<file path="config.mk">
export PLATFORM = sky130hd
export DESIGN_NAME = vx_dmem_lane_serializer
export DESIGN_NICKNAME = d
export VERILOG_FILES = /design/src/rtl/vx_dmem_lane_serializer.sv
export SDC_FILE = /design/constraint.sdc
export NUM_CORES = 1
export LEC_CHECK = 0
export BUFFER_PORTS_ARGS = -buffer_cell sky130_fd_sc_hd__buf_2
export CAP_MARGIN = 20
export CORE_AREA = 5 5 221 223
export CTS_BUF_LIST = sky130_fd_sc_hd__clkbuf_4 sky130_fd_sc_hd__clkbuf_8
export DETAILED_ROUTE_END_ITERATION = 16
export DIE_AREA = 0 0 226 228
export GPL_ROUTABILITY_DRIVEN = 0
export GPL_TIMING_DRIVEN = 1
export SYNTH_ARGS = -nofsm -noshare
export SYNTH_HDL_FRONTEND = slang
export SYNTH_SLANG_ARGS = --single-unit
</file>
<file path="constraint.sdc">
create_clock -name clock -period 20.2 [get_ports clock]
set_input_delay 4.04 -clock clock [delete_from_list [all_inputs] [get_ports clock]]
set_output_delay 4.04 -clock clock [all_outputs]
set_load 0.02 [all_outputs]
</file>
<file path="src/rtl/vx_dmem_lane_serializer.sv">
// rtl/vx_dmem_lane_serializer.sv - serializes a warp dcache request onto one TileLink-UL port
//
// Takes one warp-wide dcache request (per-lane valid mask, shared tag) and
// issues the active lanes one A beat at a time, lowest lane first. D
// responses may return in any order. Once every lane has been answered, a
// single dcache response is returned if any lane was a load.
//
// Ports:
//   clock, reset         rising-edge clock, synchronous active-high reset
//   core_req_*           warp request; per-lane valid/rw/byteen/addr/data, shared tag
//   core_req_ready       per-lane ready (all ones while IDLE)
//   core_rsp_*           warp response; tmask = load lanes, per-lane data, tag
//   tl_a_*               TileLink-UL A channel (one lane per beat, source = lane)
//   tl_d_*               TileLink-UL D channel (source = lane)
//   busy                 high in any state other than IDLE
//   err_unexpected       one-cycle pulse after a D beat that matches no outstanding lane
module vx_dmem_lane_serializer #(
  parameter int NUM_LANES = 4,
  parameter int ADDR_W    = 30,
  parameter int TAG_W     = 10,
  parameter int SRC_W     = 10
) (
  input  logic                        clock,
  input  logic                        reset,
  input  logic [NUM_LANES-1:0]        core_req_valid,
  input  logic [NUM_LANES-1:0]        core_req_rw,
  input  logic [NUM_LANES*4-1:0]      core_req_byteen,
  input  logic [NUM_LANES*ADDR_W-1:0] core_req_addr,
  input  logic [NUM_LANES*32-1:0]     core_req_data,
  input  logic [TAG_W-1:0]            core_req_tag,
  output logic [NUM_LANES-1:0]        core_req_ready,
  output logic                        core_rsp_valid,
  output logic [NUM_LANES-1:0]        core_rsp_tmask,
  output logic [NUM_LANES*32-1:0]     core_rsp_data,
  output logic [TAG_W-1:0]            core_rsp_tag,
  input  logic                        core_rsp_ready,
  output logic                        tl_a_valid,
  input  logic                        tl_a_ready,
  output logic [2:0]                  tl_a_opcode,
  output logic [3:0]                  tl_a_size,
  output logic [SRC_W-1:0]            tl_a_source,
  output logic [31:0]                 tl_a_address,
  output logic [3:0]                  tl_a_mask,
  output logic [31:0]                 tl_a_data,
  input  logic                        tl_d_valid,
  output logic                        tl_d_ready,
  input  logic [2:0]                  tl_d_opcode,
  input  logic [SRC_W-1:0]            tl_d_source,
  input  logic [31:0]                 tl_d_data,
  output logic                        busy,
  output logic                        err_unexpected
);

  localparam int LANE_W = $clog2(NUM_LANES);

  typedef enum logic [1:0] {S_IDLE, S_ISSUE, S_WAIT, S_RESP} state_t;

  state_t                 state_q, state_d;
  logic [NUM_LANES-1:0]   pending_q, pending_d;
  logic [NUM_LANES-1:0]   outst_q, outst_d;
  logic [NUM_LANES-1:0]   read_q, read_d;
  logic [NUM_LANES-1:0]   got_q, got_d;
  logic [NUM_LANES-1:0]   rw_q;
  logic [TAG_W-1:0]       tag_q;
  logic [3:0]             byteen_q [NUM_LANES];
  logic [ADDR_W-1:0]      addr_q   [NUM_LANES];
  logic [31:0]            wdata_q  [NUM_LANES];
  logic [31:0]            rbuf_q   [NUM_LANES];
  logic                   err_q, err_d;
  logic                   rst_q;

  logic                   blocked;
  logic                   accept;
  logic [LANE_W-1:0]      cur;
  logic [LANE_W-1:0]      d_idx;
  logic                   d_fire;
  logic                   d_match;
  logic                   a_fire;

  // Outputs stay quiet while reset is asserted and for one cycle afterwards.
  assign blocked = reset | rst_q;

  always_comb begin
    cur = '0;
    for (int i = NUM_LANES - 1; i >= 0; i--) begin
      if (pending_q[i]) cur = LANE_W'(i);
    end
  end

  assign tl_a_size    = 4'd2;
  assign tl_a_source  = SRC_W'(cur);
  assign tl_a_address = 32'({addr_q[cur], 2'b00});
  assign tl_a_mask    = byteen_q[cur];
  assign tl_a_data    = wdata_q[cur];
  assign tl_a_opcode  = rw_q[cur] ? ((&byteen_q[cur]) ? 3'd0 : 3'd1) : 3'd4;

  assign d_idx   = tl_d_source[LANE_W-1:0];
  assign d_fire  = tl_d_valid & tl_d_ready;
  // Match against the registered outstanding mask: a D beat for a lane whose
  // A beat fires in the same cycle is treated as unmatched.
  assign d_match = d_fire && (tl_d_source < SRC_W'(NUM_LANES)) && outst_q[d_idx];
  assign a_fire  = tl_a_valid & tl_a_ready;

  assign busy           = (state_q != S_IDLE) && !blocked;
  assign err_unexpected = err_q;
  assign core_rsp_tmask = read_q;
  assign core_rsp_tag   = tag_q;

  always_comb begin
    core_rsp_data = '0;
    for (int l = 0; l < NUM_LANES; l++) begin
      core_rsp_data[l*32 +: 32] = got_q[l] ? rbuf_q[l] : 32'h0;
    end
  end

  always_comb begin
    state_d        = state_q;
    pending_d      = pending_q;
    outst_d        = outst_q;
    read_d         = read_q;
    got_d          = got_q;
    err_d          = d_fire & ~d_match;
    accept         = 1'b0;
    core_req_ready = '0;
    core_rsp_valid = 1'b0;
    tl_a_valid     = 1'b0;
    tl_d_ready     = 1'b0;

    if (d_match) begin
      outst_d[d_idx] = 1'b0;
      if (tl_d_opcode == 3'd1) got_d[d_idx] = 1'b1;
    end

    case (state_q)
      S_IDLE: begin
        if (!blocked) begin
          core_req_ready = '1;
          if (|core_req_valid) begin
            accept    = 1'b1;
            pending_d = core_req_valid;
            read_d    = core_req_valid & ~core_req_rw;
            outst_d   = '0;
            got_d     = '0;
            state_d   = S_ISSUE;
          end
        end
      end
      S_ISSUE: begin
        tl_a_valid = !blocked;
        tl_d_ready = !blocked;
        if (a_fire) begin
          pending_d[cur] = 1'b0;
          outst_d[cur]   = 1'b1;
        end
        if (pending_d == '0) state_d = S_WAIT;
      end
      S_WAIT: begin
        tl_d_ready = !blocked;
        // Uses next-state masks so the exit can coincide with the last D fire.
        if (outst_d == '0 && pending_d == '0) begin
          state_d = (read_q != '0) ? S_RESP : S_IDLE;
        end
      end
      S_RESP: begin
        core_rsp_valid = !blocked;
        if (core_rsp_ready && !blocked) state_d = S_IDLE;
      end
      default: state_d = S_IDLE;
    endcase
  end

  always_ff @(posedge clock) begin
    if (reset) begin
      state_q   <= S_IDLE;
      pending_q <= '0;
      outst_q   <= '0;
      read_q    <= '0;
      got_q     <= '0;
      rw_q      <= '0;
      tag_q     <= '0;
      err_q     <= 1'b0;
      rst_q     <= 1'b1;
      for (int l = 0; l < NUM_LANES; l++) begin
        byteen_q[l] <= '0;
        addr_q[l]   <= '0;
        wdata_q[l]  <= '0;
        rbuf_q[l]   <= '0;
      end
    end else begin
      state_q   <= state_d;
      pending_q <= pending_d;
      outst_q   <= outst_d;
      read_q    <= read_d;
      got_q     <= got_d;
      err_q     <= err_d;
      rst_q     <= 1'b0;
      if (accept) begin
        rw_q  <= core_req_rw;
        tag_q <= core_req_tag;
        for (int l = 0; l < NUM_LANES; l++) begin
          byteen_q[l] <= core_req_byteen[l*4 +: 4];
          addr_q[l]   <= core_req_addr[l*ADDR_W +: ADDR_W];
          wdata_q[l]  <= core_req_data[l*32 +: 32];
        end
      end
      if (d_match && tl_d_opcode == 3'd1) rbuf_q[d_idx] <= tl_d_data;
    end
  end

endmodule

</file>
==> out/metrics.csv <==
stage,metric,value,unit
outcome,status,completed,
timing,fin crit period,9.42,ns
power_and_ir_drop,peak supply drop,67.0,uV
power_and_ir_drop,PwrDens,103,mW/mm^2
timing,clk_skew,0.0248,ns
final_layout,# nets final,2326,
critical_path,CP endpoint kind,primary output,
timing,Worst Tran Pin Value,1.06,ns
yosys,syn avg cell area,12.7,um^2
timing,fin crit share,0.467,
timing,Fin. Hold Viols,0,
critical_path,critical path class,input pin to primary output,
clocking,Num CTS Buffers,74,
timing,final setup TNS,0,ns
grt,Tot GR Track Use,0.215,
timing,unrepaired setup endpoints after global routing,no,
yosys,largest cells by area after synthesis,"edfxtp_1 64%, and2_1 17%, dfxtp_1 3.7%, nand2_1 3.5%, a222oi_1 3.5%",
critical_path,crit path from,reset,
detailed_routing,final wirelength,57600,um
critical_path,crit path launch type,input pin,
critical_path,FF-to-FF setup slack,15.24,ns
placement,dpl cell area,0.0217,mm^2
clocking,root buf cell,clkbuf_8,
detailed_routing,routed via count,13300,
final_layout,Non-Filler Instances,2673,
critical_path,worst reg2reg path startpoint,rst_q,
die,row cnt,79,
placement,IO buf count,552,
die,Core Region,0.0464,mm^2
power_and_ir_drop,Lkg Pwr,10.4,nW
clocking,Resized Gates After CTS,0,
final_layout,fill count,4185,
yosys,Synth Warn #,0,
final_layout,FF+latch area,0.0125,mm^2
placement,placed cells,2517,
grt,largest net degree at the start of global routing,150,
yosys,Post-synth EDFFs,392,
detailed_routing,detailed router's first-iteration violation count,1117,
detailed_routing,DRC viols,0,
timing,Finish-stage setup viols,0,
placement,pre-CTS setup slack,10.81,ns
yosys,Synth Area in Simple Gates,0.234,
clocking,CTS tree,done,
critical_path,r2r endpoint,addr_q[0][27],
clocking,H-Tree Depth,3,
yosys,Seq cells post-synth,426,
critical_path,CP max FO,41,
yosys,synthesized area,0.0185,mm^2
detailed_routing,via/cell ratio,4.97,
yosys,Synth async-reset ratio,0,
grt,vias in the first global route,13700,
detailed_routing,wire per inst,21.6,um
clocking,postcts setup bufs,0,
clocking,clock latency on the worst-skew pair,0.65,ns
grt,initial antenna violation count,35,
yosys,post-synth top area cell,edfxtp_1,
timing,setup slack after layout,10.78,ns
yosys,Synth Area in Compound Gates,0.0540,
yosys,post-synthesis adder-cell area fraction,0.00271,
yosys,Cells after Synth,1451,
grt,"Remaining Overflow, GRT",0,
timing,slew margin rel.,0.282,
timing,"Slew Viols, Final",0,
die,die area,0.0515,mm^2
die,height of the die,228,um
timing,Max Freq,106,MHz
yosys,"Seq/Total Area, Yosys",0.674,
critical_path,worst reg2reg path depth,8,
yosys,area share of the largest cell type after synthesis,0.638,
clocking,Max clock buf depth,3,
yosys,"Distinct cells, synth",50,
detailed_routing,DR pass1 iterations,8,
yosys,largest family of logic cells by synthesized area,simple AND/OR/NAND/NOR gates,
final_layout,fin util,0.503,
critical_path,Worst EP required,16.16,ns
final_layout,Post-Layout Inst Area,0.0233,mm^2
final_layout,synthesis-to-finish area growth,26.3,%
placement,DPL Wire Length,40400,um
yosys,top-count cell post-synth,and2_1,
detailed_routing,ANT nets after route,0,
die,# IOs,568,
final_layout,multi-input logic area,0.00551,mm^2
final_layout,layout cells sized above 1,0.345,
critical_path,"Arr. time, crit path",5.38,ns
job,Max Cap Viol,0,
clocking,CTS sink count,426,
critical_path,Critical Path Sink,tl_a_valid,
yosys,Commonest cells post-synth,"494 x and2_1, 392 x edfxtp_1, 174 x nand2_1",
die,initial core utilization,0.398,
worst_hold_path,Hold/Removal Path Class,flop to flop,
yosys,Main synth FF type,edfxtp_1,
grt,global-route wire length before repair,84300,um
yosys,Post-Synth XOR/XNOR Area,0,
clocking,"Clk pin slew, worst setup/hold paths",0.05,ns
clocking,"Hold-fix buffers, CTS",0,
yosys,mux share of post-synthesis cell area,0.00237,
die,Die W,226,um
state kept, by name (all words and copies together), names as in the netlist:
register	cells
rbuf_q	128
err_unexpected	1
got_q	4
wdata_q	128
rw_q	4
byteen_q	16
rst_q	1
state_q	2
addr_q	120
outst_q	4
pending_q	4
core_rsp_tmask	4
core_rsp_tag	10
layout make-up:
class | count | share of cell area
timing repair buffer | 570 | 0.129
clock inverter | 41 | 0.0140
sequential | 426 | 0.534
clock buffer | 94 | 0.0504
inverter | 9 | 0.00177
tap | 607 | 0.0326
multi-input combinational | 909 | 0.236
antenna | 17 | 0.00182
layout by cell type, fill, tap and decap left out, drive strengths merged, types with 5 or more instances in the layout:
cell    Yosys  final
o21ai       8      8
nor2       23     23
inv         9     11
a222oi     64     64
a31oi       5      5
nand3b      5      5
buf        26    570
and3       35     35
and2      494    494
bufinv      0      5
dfxtp      34     34
a22oi       8      8
nor3       12     12
conb        2     15
clkbuf     94     94
nand2     174    174
diode       0     17
clkinv      0     30
a21oi      25     25
edfxtp    392    392
layer usage:
metal	track usage	wire length, um
met1	0.257	21900
met2	0.365	28600
met3	0.0737	5550
met4	0.0721	1370
met5	0	209
critical path, stage by stage:
cell    delay [ns]
buf_2         0.56
nor2_1        0.34
and2_1        0.26
buf_2         0.16
kinds of logic (layout without fill, tap and decap cells):
| kind of cell | Yosys count | in the layout |
|---|---|---|
| AND/OR/NAND/NOR | 764 | 764 |
| adder cells (fa/ha/maj) | 4 | 4 |
| flip-flops | 426 | 426 |
| AO/OA/AOI/OAI | 123 | 123 |
| buffers and inverters | 129 | 714 |
| other | 2 | 32 |
| multiplexers | 3 | 3 |
how the worst min path moves through the flow:
stage | depth (start not counted) | start | slack (ns) | endpoint
6_report | 2 | rw_q[3] | 0.45 | rw_q[3]
5_1_grt | 2 | core_rsp_tag[3] | 0.47 | core_rsp_tag[3]
4_1_cts | 2 | rw_q[3] | 0.46 | rw_q[3]
3_5_place_dp | 2 | rw_q[3] | 0.45 | rw_q[3]
3_3_place_gp | 2 | rw_q[3] | 0.44 | rw_q[3]
2_1_floorplan | 2 | rw_q[3] | 0.43 | rw_q[3]
report_power, final:
| part | internal [mW] | total (mW) | leakage [nW] | switching (mW) |
|---|---|---|---|---|
| clock | 0.448 | 0.811 | 0.782 | 0.363 |
| combinational | 0.151 | 0.477 | 5.19 | 0.326 |
| sequential | 1.09 | 1.13 | 4.38 | 0.0358 |
| total | 1.69 | 2.41 | 10.4 | 0.725 |
through the flow:
stage                     power (mW)  hold slack [ns]
after floorplan                 1.43            0.433
after global placement          1.62            0.442
after detailed placement        1.62            0.448
after CTS                       2.44            0.457
after global routing            2.52            0.471
final                           2.41            0.455
(Power assumes the default switching activity.)
